## config.mk

```make
export PLATFORM = sky130hd
export DESIGN_NAME = sparc_exu_div_yreg_ctl
export DESIGN_NICKNAME = d
export VERILOG_FILES = /design/src/rtl/sparc_exu_div_yreg_ctl.sv
export SDC_FILE = /design/constraint.sdc
export NUM_CORES = 1
export LEC_CHECK = 0
export ABC_AREA = 0
export CAP_MARGIN = 10
export CORE_MARGIN = 2
export CORE_UTILIZATION = 36
export DETAILED_ROUTE_END_ITERATION = 10
export PLACE_DENSITY_LB_ADDON = 0.05
export SLEW_MARGIN = 40
export SYNTH_ARGS = -nofsm -noshare
export SYNTH_HDL_FRONTEND = slang
export SYNTH_SLANG_ARGS = --single-unit
```

## constraint.sdc

```tcl
create_clock -name clk -period 1.9 [get_ports clk]
set_input_delay 0.57 -clock clk [delete_from_list [all_inputs] [get_ports clk]]
set_output_delay 0.57 -clock clk [all_outputs]
set_load 0.02 [all_outputs]
```

## src/rtl/sparc_exu_div_yreg_ctl.sv

```systemverilog
// Y-register write-select control: WRY/MULScc pipelines, per-thread select priority and busy tracking.
// Optional build macro YREG_COLL_CHK_EN adds a sticky same-thread collision flag.
module sparc_exu_div_yreg_ctl (
  input  logic       clk,
  input  logic       rst_l,
  input  logic       se,
  input  logic [3:0] ecl_thr_e,
  input  logic       wry_vld_e,
  input  logic       mulscc_vld_e,
  input  logic       byp_rs1_0_e,
  input  logic       kill_m,
  input  logic       flush_w,
  input  logic       mul_ywr_vld_g,
  input  logic [3:0] mul_thr_g,
  output logic [3:0] ecl_div_yreg_wen_w,
  output logic [3:0] ecl_div_yreg_wen_g,
  output logic [3:0] ecl_div_yreg_shift_g,
  output logic [3:0] ecl_div_yreg_wen_l,
  output logic       ecl_div_yreg_data_31_g,
  output logic [3:0] ecl_yreg_busy,
  output logic       ecl_yreg_coll_err
);

  logic       unused_se;
  logic       e_thr_any;
  logic       wry_e, mulscc_e;

  logic       wry_vld_m_q,  wry_vld_w_q,  wry_vld_w2_q;
  logic       wry_vld_w_d,  wry_vld_w2_d;
  logic [3:0] wry_thr_m_q,  wry_thr_w_q,  wry_thr_w2_q;

  logic       msc_vld_m_q,  msc_vld_w_q,  msc_vld_g_q;
  logic       msc_vld_w_d,  msc_vld_g_d;
  logic [3:0] msc_thr_m_q,  msc_thr_w_q,  msc_thr_g_q;
  logic       msc_rs1_m_q,  msc_rs1_w_q,  msc_rs1_g_q;

  logic [3:0] raw_wen_w, raw_wen_g, raw_shift;

  assign unused_se = se;

  // An all-zero thread select is dropped at E; WRY wins when both valids are set.
  assign e_thr_any = |ecl_thr_e;
  assign wry_e     = wry_vld_e & e_thr_any;
  assign mulscc_e  = mulscc_vld_e & ~wry_vld_e & e_thr_any;

  assign wry_vld_w_d  = wry_vld_m_q & ~kill_m;
  assign wry_vld_w2_d = wry_vld_w_q & ~flush_w;
  assign msc_vld_w_d  = msc_vld_m_q & ~kill_m;
  assign msc_vld_g_d  = msc_vld_w_q & ~flush_w;

  always_ff @(posedge clk or negedge rst_l) begin
    if (!rst_l) begin
      wry_vld_m_q  <= 1'b0;
      wry_vld_w_q  <= 1'b0;
      wry_vld_w2_q <= 1'b0;
      wry_thr_m_q  <= 4'h0;
      wry_thr_w_q  <= 4'h0;
      wry_thr_w2_q <= 4'h0;
      msc_vld_m_q  <= 1'b0;
      msc_vld_w_q  <= 1'b0;
      msc_vld_g_q  <= 1'b0;
      msc_thr_m_q  <= 4'h0;
      msc_thr_w_q  <= 4'h0;
      msc_thr_g_q  <= 4'h0;
      msc_rs1_m_q  <= 1'b0;
      msc_rs1_w_q  <= 1'b0;
      msc_rs1_g_q  <= 1'b0;
    end else begin
      wry_vld_m_q  <= wry_e;
      wry_vld_w_q  <= wry_vld_w_d;
      wry_vld_w2_q <= wry_vld_w2_d;
      wry_thr_m_q  <= ecl_thr_e;
      wry_thr_w_q  <= wry_thr_m_q;
      wry_thr_w2_q <= wry_thr_w_q;
      msc_vld_m_q  <= mulscc_e;
      msc_vld_w_q  <= msc_vld_w_d;
      msc_vld_g_q  <= msc_vld_g_d;
      msc_thr_m_q  <= ecl_thr_e;
      msc_thr_w_q  <= msc_thr_m_q;
      msc_thr_g_q  <= msc_thr_w_q;
      msc_rs1_m_q  <= byp_rs1_0_e;
      msc_rs1_w_q  <= msc_rs1_m_q;
      msc_rs1_g_q  <= msc_rs1_w_q;
    end
  end

  // The multiplier request is gated by reset so every select idles while rst_l is low.
  assign raw_wen_w = {4{wry_vld_w2_q}} & wry_thr_w2_q;
  assign raw_wen_g = {4{mul_ywr_vld_g & rst_l}} & mul_thr_g;
  assign raw_shift = {4{msc_vld_g_q}} & msc_thr_g_q;

  // Priority is resolved per thread, so different threads never block each other.
  assign ecl_div_yreg_wen_w     = raw_wen_w;
  assign ecl_div_yreg_wen_g     = raw_wen_g & ~raw_wen_w;
  assign ecl_div_yreg_shift_g   = raw_shift & ~raw_wen_w & ~raw_wen_g;
  assign ecl_div_yreg_wen_l     = ~(ecl_div_yreg_wen_w | ecl_div_yreg_wen_g | ecl_div_yreg_shift_g);
  assign ecl_div_yreg_data_31_g = msc_rs1_g_q & (|ecl_div_yreg_shift_g);

  // Busy covers every stage holding a live instruction, so younger ones keep it set.
  assign ecl_yreg_busy = ({4{wry_vld_m_q}}  & wry_thr_m_q)
                       | ({4{wry_vld_w_q}}  & wry_thr_w_q)
                       | ({4{wry_vld_w2_q}} & wry_thr_w2_q)
                       | ({4{msc_vld_m_q}}  & msc_thr_m_q)
                       | ({4{msc_vld_w_q}}  & msc_thr_w_q)
                       | ({4{msc_vld_g_q}}  & msc_thr_g_q);

`ifdef YREG_COLL_CHK_EN
  logic       coll_err_q, coll_err_d;
  logic [3:0] coll_multi;

  assign coll_multi = (raw_wen_w & raw_wen_g) | (raw_wen_w & raw_shift) | (raw_wen_g & raw_shift);
  assign coll_err_d = coll_err_q | (|coll_multi);

  always_ff @(posedge clk or negedge rst_l) begin
    if (!rst_l) coll_err_q <= 1'b0;
    else        coll_err_q <= coll_err_d;
  end

  assign ecl_yreg_coll_err = coll_err_q;
`else
  assign ecl_yreg_coll_err = 1'b0;
`endif

endmodule

```

* Word level (Yosys, flattened, before mapping)
Index checks and enable logic that the tools add are counted.
Storage, ports and cells: memories kept 0, bits of input ports 17, latch bits 0, logic and storage cells 46, memory bits (writable) 0, memory bits (read-only) 0, flip-flop bits (word level) 21, output and inout port bits 22
Operators by class: mux-type cells 0, add/subtract/negate cells 0, shift operators 0, bitwise logic cells 32, equality and inequality tests 0, divide/modulo/power cells 0, reductions and logical operators 2, magnitude comparators 0, multipliers 0
Operators with widths (count):
- $and A4 B4 Y4 | 10
- $or A4 B4 Y4 | 7
- $not A4 Y4 | 3
- $and A1 B1 Y1 | 9
- $reduce_or A4 Y1 | 2
- $not A1 Y1 | 3

* Logic depth before layout (Yosys ltp)
word-level depth 6, depth in mapped cells 4

* Worst setup path before layout
Ideal clock, no wire load.
path type input to output, from in rst_l, to out ecl_div_yreg_data_31_g, data arrival time 1530 ps, setup slack -200 ps, required time 1330 ps, stages on the path 4, cell sequence buf_4 > nand3_4 > and3_1 > o41a_1
On the way: cells in the longest elaborated chain, start to end 6
RTL lines:
- start, declared | line 5 | input logic rst_l,
- $and A1 B1 Y1 | line 89 | assign raw_wen_g = {4{mul_ywr_vld_g & rst_l}} & mul_thr_g;
- $and A4 B4 Y4 | line 89
- $not A4 Y4 | line 95 | assign ecl_div_yreg_shift_g = raw_shift & ~raw_wen_w & ~raw_wen_g;
- $and A4 B4 Y4 | line 95
- via ecl_div_yreg_shift_g[3] | line 17 | output logic [3:0] ecl_div_yreg_shift_g,
- $reduce_or A4 Y1 | line 97 | assign ecl_div_yreg_data_31_g = msc_rs1_g_q & (|ecl_div_yreg_shift_g);
- $and A1 B1 Y1 | line 97
- end, declared | line 19 | output logic ecl_div_yreg_data_31_g,
The timed path passes the listed nets, and every way through them passes these cells.

* Worst setup path in the final report
from in mul_thr_g[1], to out ecl_div_yreg_data_31_g
On the way: cells in the longest elaborated chain, start to end 5
RTL lines:
- start, declared | line 14 | input logic [3:0] mul_thr_g,
- $and A4 B4 Y4 | line 89
- $not A4 Y4 | line 95
- $and A4 B4 Y4 | line 95
- $reduce_or A4 Y1 | line 97
- $and A1 B1 Y1 | line 97
No other way between the ends.

==> flow_metrics.py <==
metrics = {
    "worst_setup_path": {
        "path_max_fanout": 2,
        "path_buf_inv": 2,
        "path_cells": "clkdlybuf4s15_1 -> nand3_2 -> and3_4 -> o41a_1 -> buf_6",
        "cp_data_arrival_time_ns": 1.57,
        "critPathRequiredTime_ns": 1.33,
        "startpoint_type": "input port",
        "crit_path_end_kind": "output port",
        "crit_family": "compound AO/OA/AOI/OAI gates",
        "crit_start": "mul_thr_g[1]",
        "worstSetupPathType": "in2out",
        "slowest_stage": "o41a_1",
        "critPathMaxStageDelay_ns": 0.41,
        "regToRegStartpoint": "wry_vld_m_q",
    },
    "sta": {
        "setup_viol": 11,
        "fin_ws_ns": -0.245,
        "final-hold-violation-count": 0,
        "fmax_mhz": 466,
        "min_period_ns": 2.14,
        "rsz0062_at_grt": "yes",
        "final_max_slew_viol_count": 0,
        "clock_skew_ns": 0.000327,
        "min_period_over_period_pct": 113,
    },
    "power": {
        "ir_drop_uv": 464,
        "p_per_area_nw_per_um2": 619,
        "power.total_mw": 0.877,
        "p_leak_nw": 0.656,
    },
    "clock_tree": {
        "clockBufferDepth": 2,
        "ctsHtreeMaxLevel": 1,
        "clkTransAtPathRegs_ns": 0.11,
        "cts_root_buf": "clkbuf_4",
        "cts-buffers-inserted": 3,
        "worstSkewPairLatency_ns": 0.29,
        "cts.sinks": 21,
        "tritoncts": "done",
    },
    "logic_synthesis": {
        "synth_ff_type": "dfrtp_1",
        "async_flop_share_pct": 100,
        "synth-edff-count": 0,
        "synthAdderAreaFrac_pct": 0,
        "syn_nets": 88,
        "synth_compound_area_share_pct": 8.98,
        "synth.avg_cell_area_um2": 12.0,
        "synth-seq-cells": 21,
        "synth_cell_type_count": 18,
        "yosys.area_share.simple_pct": 25.6,
        "synth.yosys.seq_area_share_pct": 61.9,
        "synthTopCellsByArea": "dfrtp_1, nor2b_1, o21ai_0, nand3b_1, a31oi_1",
        "synth_most_common_cell": "dfrtp_1",
        "synth_top_area_share_pct": 61.9,
        "synth_commonest_cells": "dfrtp_1, nor2b_1, o21ai_0",
        "synth_top_area_cell": "dfrtp_1",
        "synth_mux_area_share_pct": 0,
        "synthXorXnorAreaFrac_pct": 0,
        "synth_top_family_by_area": "simple AND/OR/NAND/NOR gates",
        "netlist_area_um2": 850,
        "netlist_instances": 71,
        "yosysWarningCount": 0,
    },
    "die": {
        "io_pins": 39,
        "dieArea_um2": 2760,
        "chipWidth_um": 52.6,
        "fp.dieH_um": 52.6,
        "core.rowCount": 17,
        "start_util_pct": 38.4,
        "core_area_um2": 2210,
    },
    "global_routing": {
        "grt_pass1_wl_um": 3030,
        "antenna_found_initial": 0,
        "track_usage_pct": 15.3,
        "grt.overflow.total": 0,
        "grt_pass1_vias": 709,
        "met2_usage_pct": 28.3,
        "grtUsageMet3_pct": 2.00,
        "grt_busiest_layer": "met2",
        "grt_max_degree": 24,
        "met1_usage_pct": 16.9,
    },
    "final_layout": {
        "stdcell_count": 154,
        "fill_cells": 181,
        "final_util_pct": 64.0,
        "fin_area_um2": 1420,
        "fin_nets": 144,
        "drive_above_1_share_pct": 49.2,
        "ff_latch_area_um2": 527,
        "areaGrowthSynthToFinish_pct": 66.7,
        "antennaDiodeCount": 0,
        "multi_input_area_um2": 355,
    },
    "detailed_routing": {
        "drt_wl_total_um": 1890,
        "via_per_inst": 4.68,
        "vias": 720,
        "drtIter0Drc": 3,
        "drc": 0,
        "ant_nets": 0,
        "wl_per_cell_um": 12.3,
        "dr.pass1.iters": 5,
    },
    "placement": {
        "place_area_um2": 1300,
        "dp_slack_ns": -1.14,
        "portBuffers": 36,
        "place_congestion": 0.681,
        "dp_hpwl_um": 1430,
        "dpl.cell_count": 141,
    },
    "worst_hold_path": {
        "hold_path_startpoint": "msc_rs1_m_q",
        "hold_path.class": "reg2reg",
    },
    "run_status": {
        "status": "finished, violations left",
        "violations": "negative setup slack",
    },
    "run": {
        "drv_cap": 0,
    },
}
[state kept, by name, indices dropped and copies added (netlist names)]
register	cells
msc_vld_w_q	1
msc_thr_m_q	4
msc_thr_w_q	4
wry_vld_w2_q	1
msc_vld_m_q	1
msc_rs1_w_q	1
wry_vld_w_q	1
wry_vld_m_q	1
msc_rs1_m_q	1
msc_thr_g_q	4
msc_rs1_g_q	1
msc_vld_g_q	1
[metal layers]
| metal | vias to the layer above | wire length, µm |
|---|---|---|
| met5 | - | 0 |
| met4 | 0 | 22 |
| met3 | 2 | 155 |
| met2 | 30 | 976 |
| met1 | 333 | 736 |
| li1 | 355 | - |
[layout by cell type, fill, tap and decap left out, types with 2 or more instances in the layout]
| cell type | Yosys | routed |
|---|---|---|
| a31oi_1 | 4 | 4 |
| and2_1 | 4 | 4 |
| and3_4 | 1 | 4 |
| buf_2 | 0 | 9 |
| buf_4 | 2 | 15 |
| buf_6 | 1 | 16 |
| clkbuf_4 | 0 | 3 |
| clkdlybuf4s50_1 | 0 | 9 |
| dfrtp_1 | 21 | 20 |
| dlygate4sd2_1 | 0 | 2 |
| nand3_2 | 1 | 3 |
| nand3b_1 | 4 | 4 |
| nor2_1 | 5 | 3 |
| nor2_4 | 0 | 2 |
| nor2b_1 | 10 | 5 |
| nor2b_2 | 0 | 4 |
| o21ai_0 | 8 | 8 |
[final timing paths]
| path | cells after the start | slack [ns] | to |
|---|---|---|---|
| max in group asynchronous | 4 | 1.32 | wry_vld_w2_q |
| min | 0 | 0.36 | msc_rs1_w_q |
| min in group asynchronous | 4 | 0.40 | msc_thr_w_q[1] |
| min reg2reg | 0 | 0.36 | msc_rs1_w_q |
| max | 5 | -0.24 | ecl_div_yreg_data_31_g |
| max reg2reg | 1 | 1.23 | wry_vld_w_q |
[stage by stage]
step / setup TNS [ns] / hold slack [ns]
6_report: -1.09 / 0.360
4_1_cts: -1.00 / 0.337
3_3_place_gp: -11.34 / 0.332
3_5_place_dp: -11.47 / 0.339
2_1_floorplan: -0.0962 / 0.274
5_1_grt: -2.11 / 0.384
[area by class of cell]
cell class                      instances  share of cell area, %
Clock buffer                            3                   1.59
Tap cell                               28                   2.47
Multi-Input combinational cell         47                   25.1
Timing Repair Buffer                   54                   33.3
Sequential cell                        21                   37.2
Clock inverter                          1                  0.353
[timing repair]
item,CTS,global route
endpoints found under the setup margin,21,17
setup buffers,5,5
pin swaps,3,6
resized for setup,123,22
hold buffers,0,0
[cells by family after synthesis]
family / count (synthesis)
other cells: 1
compound gates: 13
buf+inv: 3
flops: 21
simple gates: 33
[where the power goes]
part           switching [mW]  internal [mW]  leakage [nW]  total (mW)
clock                   0.126         0.0783        0.0177       0.204
sequential             0.0136          0.469         0.252       0.482
combinational          0.0890          0.101         0.387       0.190
total                   0.229          0.649         0.656       0.877
Power figures use the tool's default switching activity.
